### config.mk
export PLATFORM = sky130hd
export DESIGN_NAME = player_health_flat
export DESIGN_NICKNAME = d
export VERILOG_FILES = /design/src/rtl/player_health_if.sv /design/src/rtl/player_health.sv /design/src/flat_wrapper.sv
export SDC_FILE = /design/constraint.sdc
export NUM_CORES = 1
export LEC_CHECK = 0
export CAP_MARGIN = 20
export CORE_ASPECT_RATIO = 1.5
export CORE_UTILIZATION = 50
export CTS_BUF_LIST = sky130_fd_sc_hd__clkbuf_2
export DETAILED_ROUTE_END_ITERATION = 8
export HOLD_SLACK_MARGIN = 0.05
export PLACE_DENSITY_LB_ADDON = 0.05
export SLEW_MARGIN = 20
export SYNTH_ARGS = -nofsm -noshare
export SYNTH_HDL_FRONTEND = slang
export SYNTH_SLANG_ARGS = --single-unit
export TNS_END_PERCENT = 5
### constraint.sdc
create_clock -name frame_clk -period 4 [get_ports frame_clk]
set_input_delay 0.8 -clock frame_clk [delete_from_list [all_inputs] [get_ports frame_clk]]
set_output_delay 0.8 -clock frame_clk [all_outputs]
set_load 0.02 [all_outputs]
### src/rtl/player_health_if.sv
// Game-side signals of player_health: fireball/player geometry in, HP status out.
// The design sits on the slave modport; the attack logic / game controller side uses master.
interface player_health_if;
  logic [3:0] game_state;
  logic [9:0] BallX;
  logic [9:0] BallY;
  logic [9:0] BallS;
  logic [9:0] fireballX;
  logic [9:0] fireballY;
  logic [9:0] fireballS;
  logic       fireball_exist;
  logic [2:0] hp;
  logic       hit_pulse;
  logic       player_blink;
  logic       player_dead;

  modport master (
    output game_state, BallX, BallY, BallS,
    output fireballX, fireballY, fireballS, fireball_exist,
    input  hp, hit_pulse, player_blink, player_dead
  );

  modport slave (
    input  game_state, BallX, BallY, BallS,
    input  fireballX, fireballY, fireballS, fireball_exist,
    output hp, hit_pulse, player_blink, player_dead
  );
endinterface

### src/rtl/player_health.sv
// Player hit-point tracker: one hit per fireball flight, post-hit invulnerability, death flag.
// Optional HP regeneration while unhurt is enabled by defining HEALTH_REGEN_EN.
//
// state    | meaning
// ---------+-------------------------------------------------------------
// S_IDLE   | not playing; hp restored to MAX_HP, counters and consumed clear
// S_ALIVE  | playing; an unconsumed overlap charges one hit
// S_INVULN | post-hit i-frames; overlaps ignored, blink follows counter bit 3
// S_DEAD   | hp is 0; held until game_state leaves gameplay
module player_health #(
  parameter int MAX_HP       = 5,
  parameter int IFRAMES      = 60,
  parameter int REGEN_FRAMES = 300
) (
  input  logic           frame_clk,
  input  logic           Reset_n,
  player_health_if.slave bus
);

  typedef enum logic [1:0] {
    S_IDLE   = 2'd0,
    S_ALIVE  = 2'd1,
    S_INVULN = 2'd2,
    S_DEAD   = 2'd3
  } state_t;

  localparam logic [2:0] HP_MAX   = 3'(MAX_HP);
  localparam logic [9:0] IFR_LOAD = 10'(IFRAMES - 1);
  localparam logic [3:0] GS_PLAY  = 4'd2;

  state_t      r_state, w_state_nxt;
  logic [2:0]  r_hp, w_hp_nxt;
  logic        r_hit_pulse, w_hit_pulse_nxt;
  logic        r_consumed, w_consumed_nxt;
  logic [9:0]  r_ifr_cnt, w_ifr_cnt_nxt;

  logic [10:0] w_dx;
  logic [10:0] w_dy;
  logic [10:0] w_reach;
  logic        w_overlap;
  logic        w_playing;

`ifdef HEALTH_REGEN_EN
  localparam logic [15:0] REGEN_LAST = 16'(REGEN_FRAMES - 1);
  logic [15:0] r_regen_cnt, w_regen_cnt_nxt;
`endif

  // Distances are formed at 11 bits so the subtraction never wraps.
  always_comb begin
    if (bus.fireballX >= bus.BallX) begin
      w_dx = {1'b0, bus.fireballX} - {1'b0, bus.BallX};
    end else begin
      w_dx = {1'b0, bus.BallX} - {1'b0, bus.fireballX};
    end
    if (bus.fireballY >= bus.BallY) begin
      w_dy = {1'b0, bus.fireballY} - {1'b0, bus.BallY};
    end else begin
      w_dy = {1'b0, bus.BallY} - {1'b0, bus.fireballY};
    end
  end

  assign w_reach   = {1'b0, bus.fireballS} + {1'b0, bus.BallS};
  assign w_overlap = bus.fireball_exist && (w_dx <= w_reach) && (w_dy <= w_reach);
  assign w_playing = (bus.game_state == GS_PLAY);

  always_comb begin
    w_state_nxt     = r_state;
    w_hp_nxt        = r_hp;
    w_hit_pulse_nxt = 1'b0;
    w_consumed_nxt  = r_consumed;
    w_ifr_cnt_nxt   = r_ifr_cnt;
`ifdef HEALTH_REGEN_EN
    w_regen_cnt_nxt = r_regen_cnt;
`endif

    if (!w_playing) begin
      // Round restart outranks anything happening this frame, including a hit.
      w_state_nxt    = S_IDLE;
      w_hp_nxt       = HP_MAX;
      w_consumed_nxt = 1'b0;
      w_ifr_cnt_nxt  = '0;
`ifdef HEALTH_REGEN_EN
      w_regen_cnt_nxt = '0;
`endif
    end else begin
      if (!bus.fireball_exist) begin
        w_consumed_nxt = 1'b0;
      end

      case (r_state)
        S_IDLE: begin
          w_state_nxt    = S_ALIVE;
          w_hp_nxt       = HP_MAX;
          w_consumed_nxt = 1'b0;
          w_ifr_cnt_nxt  = '0;
`ifdef HEALTH_REGEN_EN
          w_regen_cnt_nxt = '0;
`endif
        end

        S_ALIVE: begin
          if (w_overlap && !r_consumed) begin
            w_hit_pulse_nxt = 1'b1;
            w_consumed_nxt  = 1'b1;
            w_ifr_cnt_nxt   = IFR_LOAD;
            w_hp_nxt        = (r_hp != 3'd0) ? (r_hp - 3'd1) : 3'd0;
            w_state_nxt     = (w_hp_nxt == 3'd0) ? S_DEAD : S_INVULN;
`ifdef HEALTH_REGEN_EN
            w_regen_cnt_nxt = '0;
`endif
          end
`ifdef HEALTH_REGEN_EN
          else if (r_hp < HP_MAX) begin
            if (r_regen_cnt >= REGEN_LAST) begin
              w_hp_nxt        = r_hp + 3'd1;
              w_regen_cnt_nxt = '0;
            end else begin
              w_regen_cnt_nxt = r_regen_cnt + 16'd1;
            end
          end
`endif
        end

        S_INVULN: begin
          // Leaving on the zero frame means an overlap in that frame is not charged.
          if (r_ifr_cnt == 10'd0) begin
            w_state_nxt = S_ALIVE;
          end else begin
            w_ifr_cnt_nxt = r_ifr_cnt - 10'd1;
          end
        end

        S_DEAD: begin
          w_hp_nxt      = 3'd0;
          w_ifr_cnt_nxt = '0;
`ifdef HEALTH_REGEN_EN
          w_regen_cnt_nxt = '0;
`endif
        end

        default: begin
          w_state_nxt = S_IDLE;
        end
      endcase
    end
  end

  always_ff @(posedge frame_clk or negedge Reset_n) begin
    if (!Reset_n) begin
      r_state <= S_IDLE;
    end else begin
      r_state <= w_state_nxt;
    end
  end

  always_ff @(posedge frame_clk or negedge Reset_n) begin
    if (!Reset_n) begin
      r_hp        <= HP_MAX;
      r_hit_pulse <= 1'b0;
      r_consumed  <= 1'b0;
      r_ifr_cnt   <= '0;
    end else begin
      r_hp        <= w_hp_nxt;
      r_hit_pulse <= w_hit_pulse_nxt;
      r_consumed  <= w_consumed_nxt;
      r_ifr_cnt   <= w_ifr_cnt_nxt;
    end
  end

`ifdef HEALTH_REGEN_EN
  always_ff @(posedge frame_clk or negedge Reset_n) begin
    if (!Reset_n) begin
      r_regen_cnt <= '0;
    end else begin
      r_regen_cnt <= w_regen_cnt_nxt;
    end
  end
`endif

  assign bus.hp           = r_hp;
  assign bus.hit_pulse    = r_hit_pulse;
  assign bus.player_blink = (r_state == S_INVULN) && r_ifr_cnt[3];
  assign bus.player_dead  = (r_state == S_DEAD);

endmodule

### src/flat_wrapper.sv
// flat-port wrapper written by rule: the top's interface ports become plain ports
module player_health_flat 
#(
  parameter int MAX_HP       = 5,
  parameter int IFRAMES      = 60,
  parameter int REGEN_FRAMES = 300
)
  (frame_clk, Reset_n, bus_game_state, bus_BallX, bus_BallY, bus_BallS, bus_fireballX, bus_fireballY, bus_fireballS, bus_fireball_exist, bus_hp, bus_hit_pulse, bus_player_blink, bus_player_dead);
  player_health_if bus_i ();
  input  logic frame_clk;
  input  logic Reset_n;
  input wire logic [$bits(bus_i.game_state)-1:0] bus_game_state;
  input wire logic [$bits(bus_i.BallX)-1:0] bus_BallX;
  input wire logic [$bits(bus_i.BallY)-1:0] bus_BallY;
  input wire logic [$bits(bus_i.BallS)-1:0] bus_BallS;
  input wire logic [$bits(bus_i.fireballX)-1:0] bus_fireballX;
  input wire logic [$bits(bus_i.fireballY)-1:0] bus_fireballY;
  input wire logic [$bits(bus_i.fireballS)-1:0] bus_fireballS;
  input wire logic [$bits(bus_i.fireball_exist)-1:0] bus_fireball_exist;
  output wire logic [$bits(bus_i.hp)-1:0] bus_hp;
  output wire logic [$bits(bus_i.hit_pulse)-1:0] bus_hit_pulse;
  output wire logic [$bits(bus_i.player_blink)-1:0] bus_player_blink;
  output wire logic [$bits(bus_i.player_dead)-1:0] bus_player_dead;
  assign bus_i.game_state = bus_game_state;
  assign bus_i.BallX = bus_BallX;
  assign bus_i.BallY = bus_BallY;
  assign bus_i.BallS = bus_BallS;
  assign bus_i.fireballX = bus_fireballX;
  assign bus_i.fireballY = bus_fireballY;
  assign bus_i.fireballS = bus_fireballS;
  assign bus_i.fireball_exist = bus_fireball_exist;
  assign bus_hp = bus_i.hp;
  assign bus_hit_pulse = bus_i.hit_pulse;
  assign bus_player_blink = bus_i.player_blink;
  assign bus_player_dead = bus_i.player_dead;
  player_health #(.MAX_HP(MAX_HP), .IFRAMES(IFRAMES), .REGEN_FRAMES(REGEN_FRAMES)) u_core (.frame_clk(frame_clk), .Reset_n(Reset_n), .bus(bus_i));
endmodule
==> out/results.tsv <==
stage	metric	value	unit
global_routing	number of antenna violations at the first check in global routing	0	
sta	fin crit share	113	%
layout	final non-filler cell area	6370	sq um
clock_tree	clock-pin slew on the worst setup and hold paths	0.20	ns
hold_path	Hold Path End	u_core.r_ifr_cnt[8]	
floorplanning	Cell Rows	38	
sta	final slew viol count	0	
layout	nets	846	
clock_tree	H-tree depth	1	
global_routing	all-layer global routing usage	31.8	%
sta	Setup Skew	0.0414	ns
clock_tree	clock root cell	clkbuf_2	
detailed_routing	final WL	13.8	mm
global_routing	first-pass GRT wire length	20.0	mm
sta	final hold slack	0.527	ns
synth	post-synth net total	626	
sta	Slew @ Worst Pin	0.825	ns
hold_path	Hold Path Stages	2	
synth	top cells by area, synth	ha_1 26%, dfrtp_1 10%, inv_1 6.2%	
critical_path	Required @ worst endpoint	4.26	ns
sta	post-route setup TNS	-6.62	ns
synth	Synth Cell Area	3740	sq um
floorplanning	Die ar.	7830	sq um
global_routing	Overflow after GRT	0	
placement	post-placement worst setup slack	-1.17	ns
floorplanning	Core Area	7230	sq um
job	Max Cap Violations	0	
sta	Hold Vio Cnt, Final	0	
layout	share of cells above drive strength 1	44.4	%
placement	placed cells	747	
placement	Final Wtd Congestion	0.906	
critical_path	r2r setup slk	1.63	ns
critical_path	R2R depth	9	
floorplanning	Die W	72.6	microns
synth	most used flip-flop cell after synthesis	dfrtp_1	
detailed_routing	Final ANT Viol Nets	0	
clock_tree	CTS tree	yes	
synth	yosys warns	0	
synth	cells after synthesis	475	
clock_tree	clock buffer depth	2	
synth	Post-synth ARST share	100	%
detailed_routing	DR vias/cell	5.73	
floorplanning	height of the die	108	microns
floorplanning	io pins	73	
detailed_routing	initial DRC count	280	
sta	fmax	222	MHz
power_and_ir_drop	Leak	3.09	nW
placement	hpwl dp	8.58	mm
critical_path	Critical Path AT	4.78	ns
hold_path	HP Start	u_core.r_ifr_cnt[8]	
critical_path	CP Max Fanout	4	
detailed_routing	Detailed Routing Iterations Pass 1	5	
clock_tree	total CTS buffers	3	
layout	Layout fillers	384	
sta	setup violators final	17	
synth	area share of the largest cell type after synthesis	26.4	%
global_routing	vias in the first global route	4660	
layout	synthesis-to-layout area growth	70.3	%
clock_tree	CTS sink count	17	
power_and_ir_drop	Max VDD drop	0.141	mV
detailed_routing	routed len/inst	17.4	microns
critical_path	R2R Path Start	u_core.r_ifr_cnt[0]	
global_routing	largest net degree at the start of global routing	18	
placement	port bufs	72	
critical_path	critical path capture point type	flop	
clock_tree	Worst-Skew Late Latency	0.34	ns
sta	RSZ-0062 raised after global routing	true	
sta	Worst slew margin	44.8	%
outcome	failing checks	setup timing	
synth	number of flops mapped to enable cells by yosys	0	
layout	FF+latch area	428	sq um
critical_path	CP startpoint kind	input port	
power_and_ir_drop	power per cell area	219	nW/um^2
synth	post-synthesis sequential area ratio	11.4	%
detailed_routing	vias	4550	
layout	ANT cells	0	
layout	Multi-input gate area	3710	sq um
layout	Final Util	88.1	%
sta	fin worst setup slack	-0.515	ns
power_and_ir_drop	Final Power	1.40	mW
layout	most common cell after layout, fill and taps aside	buf_4	
synth	Yosys reg bits	17	
outcome	status	finished, violations left	
placement	Post-Place Cell Area	5400	sq um
floorplanning	Initial Utilization	51.7	%
synth	area leader, netlist	ha_1	
layout	Finished Layout Cells	794	
synth	post-synthesis cell type count	62	
critical_path	reg2reg end	u_core.r_state[0]	
layout	commonest cells after routing, fill and taps aside	144 x buf_4, 49 x ha_1, 39 x inv_1, 27 x clkdlybuf4s50_1	
synth	Avg Cell Area, Syn	7.87	sq um
hold_path	hold crit path type	flop to flop	
detailed_routing	DRC violations left	0	
sta	post-layout minimum cycle time	4.51	ns
critical_path	WS Path Type	input port to flop	
area by class of cell:
type                            count  share of cell area (%)
Clock buffer                        3                   0.236
Tap cell                          100                    1.97
Clock inverter                      1                  0.0786
Timing Repair Buffer              225                    29.0
Multi-Input combinational cell    386                    58.3
Inverter                           62                    3.77
Sequential cell                    17                    6.72
worst max-delay path: stages:
cell           delay, ns
dlygate4sd2_1       0.24
inv_2               0.06
ha_4                0.28
nand4_1             0.17
nor4_2              0.33
nor2_1              0.11
a21boi_4            0.18
buf_6               0.14
buf_6               0.11
a211oi_2            0.20
a31oi_1             0.09
xor2_1              0.17
ha_1                0.33
nand4_1             0.19
nor3_2              0.22
nor2_1              0.07
o21a_2              0.14
or4_4               0.56
o221a_1             0.22
o21a_1              0.18
synth_stat cells, types with 3 or more instances:
cell / count
a211oi_1: 4
a21o_1: 21
a21oi_1: 45
a31oi_1: 11
and2_1: 5
and3_1: 3
buf_2: 4
clkbuf_1: 4
dfrtp_1: 15
fa_1: 5
ha_1: 79
inv_1: 62
mux2i_1: 9
nand2_1: 27
nand2b_1: 4
nand3_1: 13
nand4_1: 5
nor2_1: 27
nor2b_1: 11
nor3_1: 8
nor4_1: 3
nor4b_2: 3
o21a_1: 4
o21ai_0: 25
o21bai_1: 6
o31ai_1: 5
xnor2_1: 14
xor2_1: 10
power breakdown:
group / leakage [nW] / internal, mW / switching, mW
Sequential: 0.230 / 0.173 / 0.000615
Combinational: 2.85 / 0.595 / 0.546
Clock: 0.0164 / 0.0226 / 0.0604
Total: 3.09 / 0.790 / 0.607
flip-flops by register name, summed over array words and instances (netlist names):
name,flops
u_core.bus.hit_pulse,1
u_core.r_state,2
u_core.bus.hp,3
u_core.r_consumed,1
u_core.r_ifr_cnt,10
routing by layer:
| layer | wire length (microns) | global-route usage (%) | up-vias |
|---|---|---|---|
| li1 | - | - | 2136 |
| met1 | 5000 | 31.9 | 2168 |
| met2 | 7630 | 64.9 | 192 |
| met3 | 548 | 3.37 | 54 |
| met4 | 619 | 10.6 | 0 |
| met5 | 0 | 0 | - |
repair_timing:
action | CTS | global route
endpoints found under the setup margin | 17 | 17
hold buffers | 0 | 0
pin swaps | 98 | 60
gates resized for setup | 187 | 58
setup buffers | 28 | 16
cloned | 1 | 0
how the worst max path moves through the flow:
stage / from / end / slack, ns
final: bus_fireballY[7] / u_core.bus.hp[1] / -0.51
after global routing: bus_fireballY[7] / u_core.bus.hp[1] / -0.64
after CTS: bus_BallX[0] / u_core.bus.hp[1] / -0.33
after detailed placement: bus_fireballX[1] / u_core.bus.hp[1] / -1.17
after global placement: bus_fireballX[8] / u_core.bus.hp[1] / -1.12
after floorplan: bus_fireballX[0] / u_core.bus.hp[1] / -0.29
cell families (layout without fill, tap and decap cells):
family,count (synthesis),count (layout),synth area share (%)
compound gates,150,150,26.8
xor+xnor,24,24,5.62
fa+ha+maj,84,84,29.1
buf+inv,72,291,7.67
flops,17,17,11.4
mux,11,11,3.01
simple gates,117,117,16.3
No activity file was read; power rests on OpenSTA's default activity.
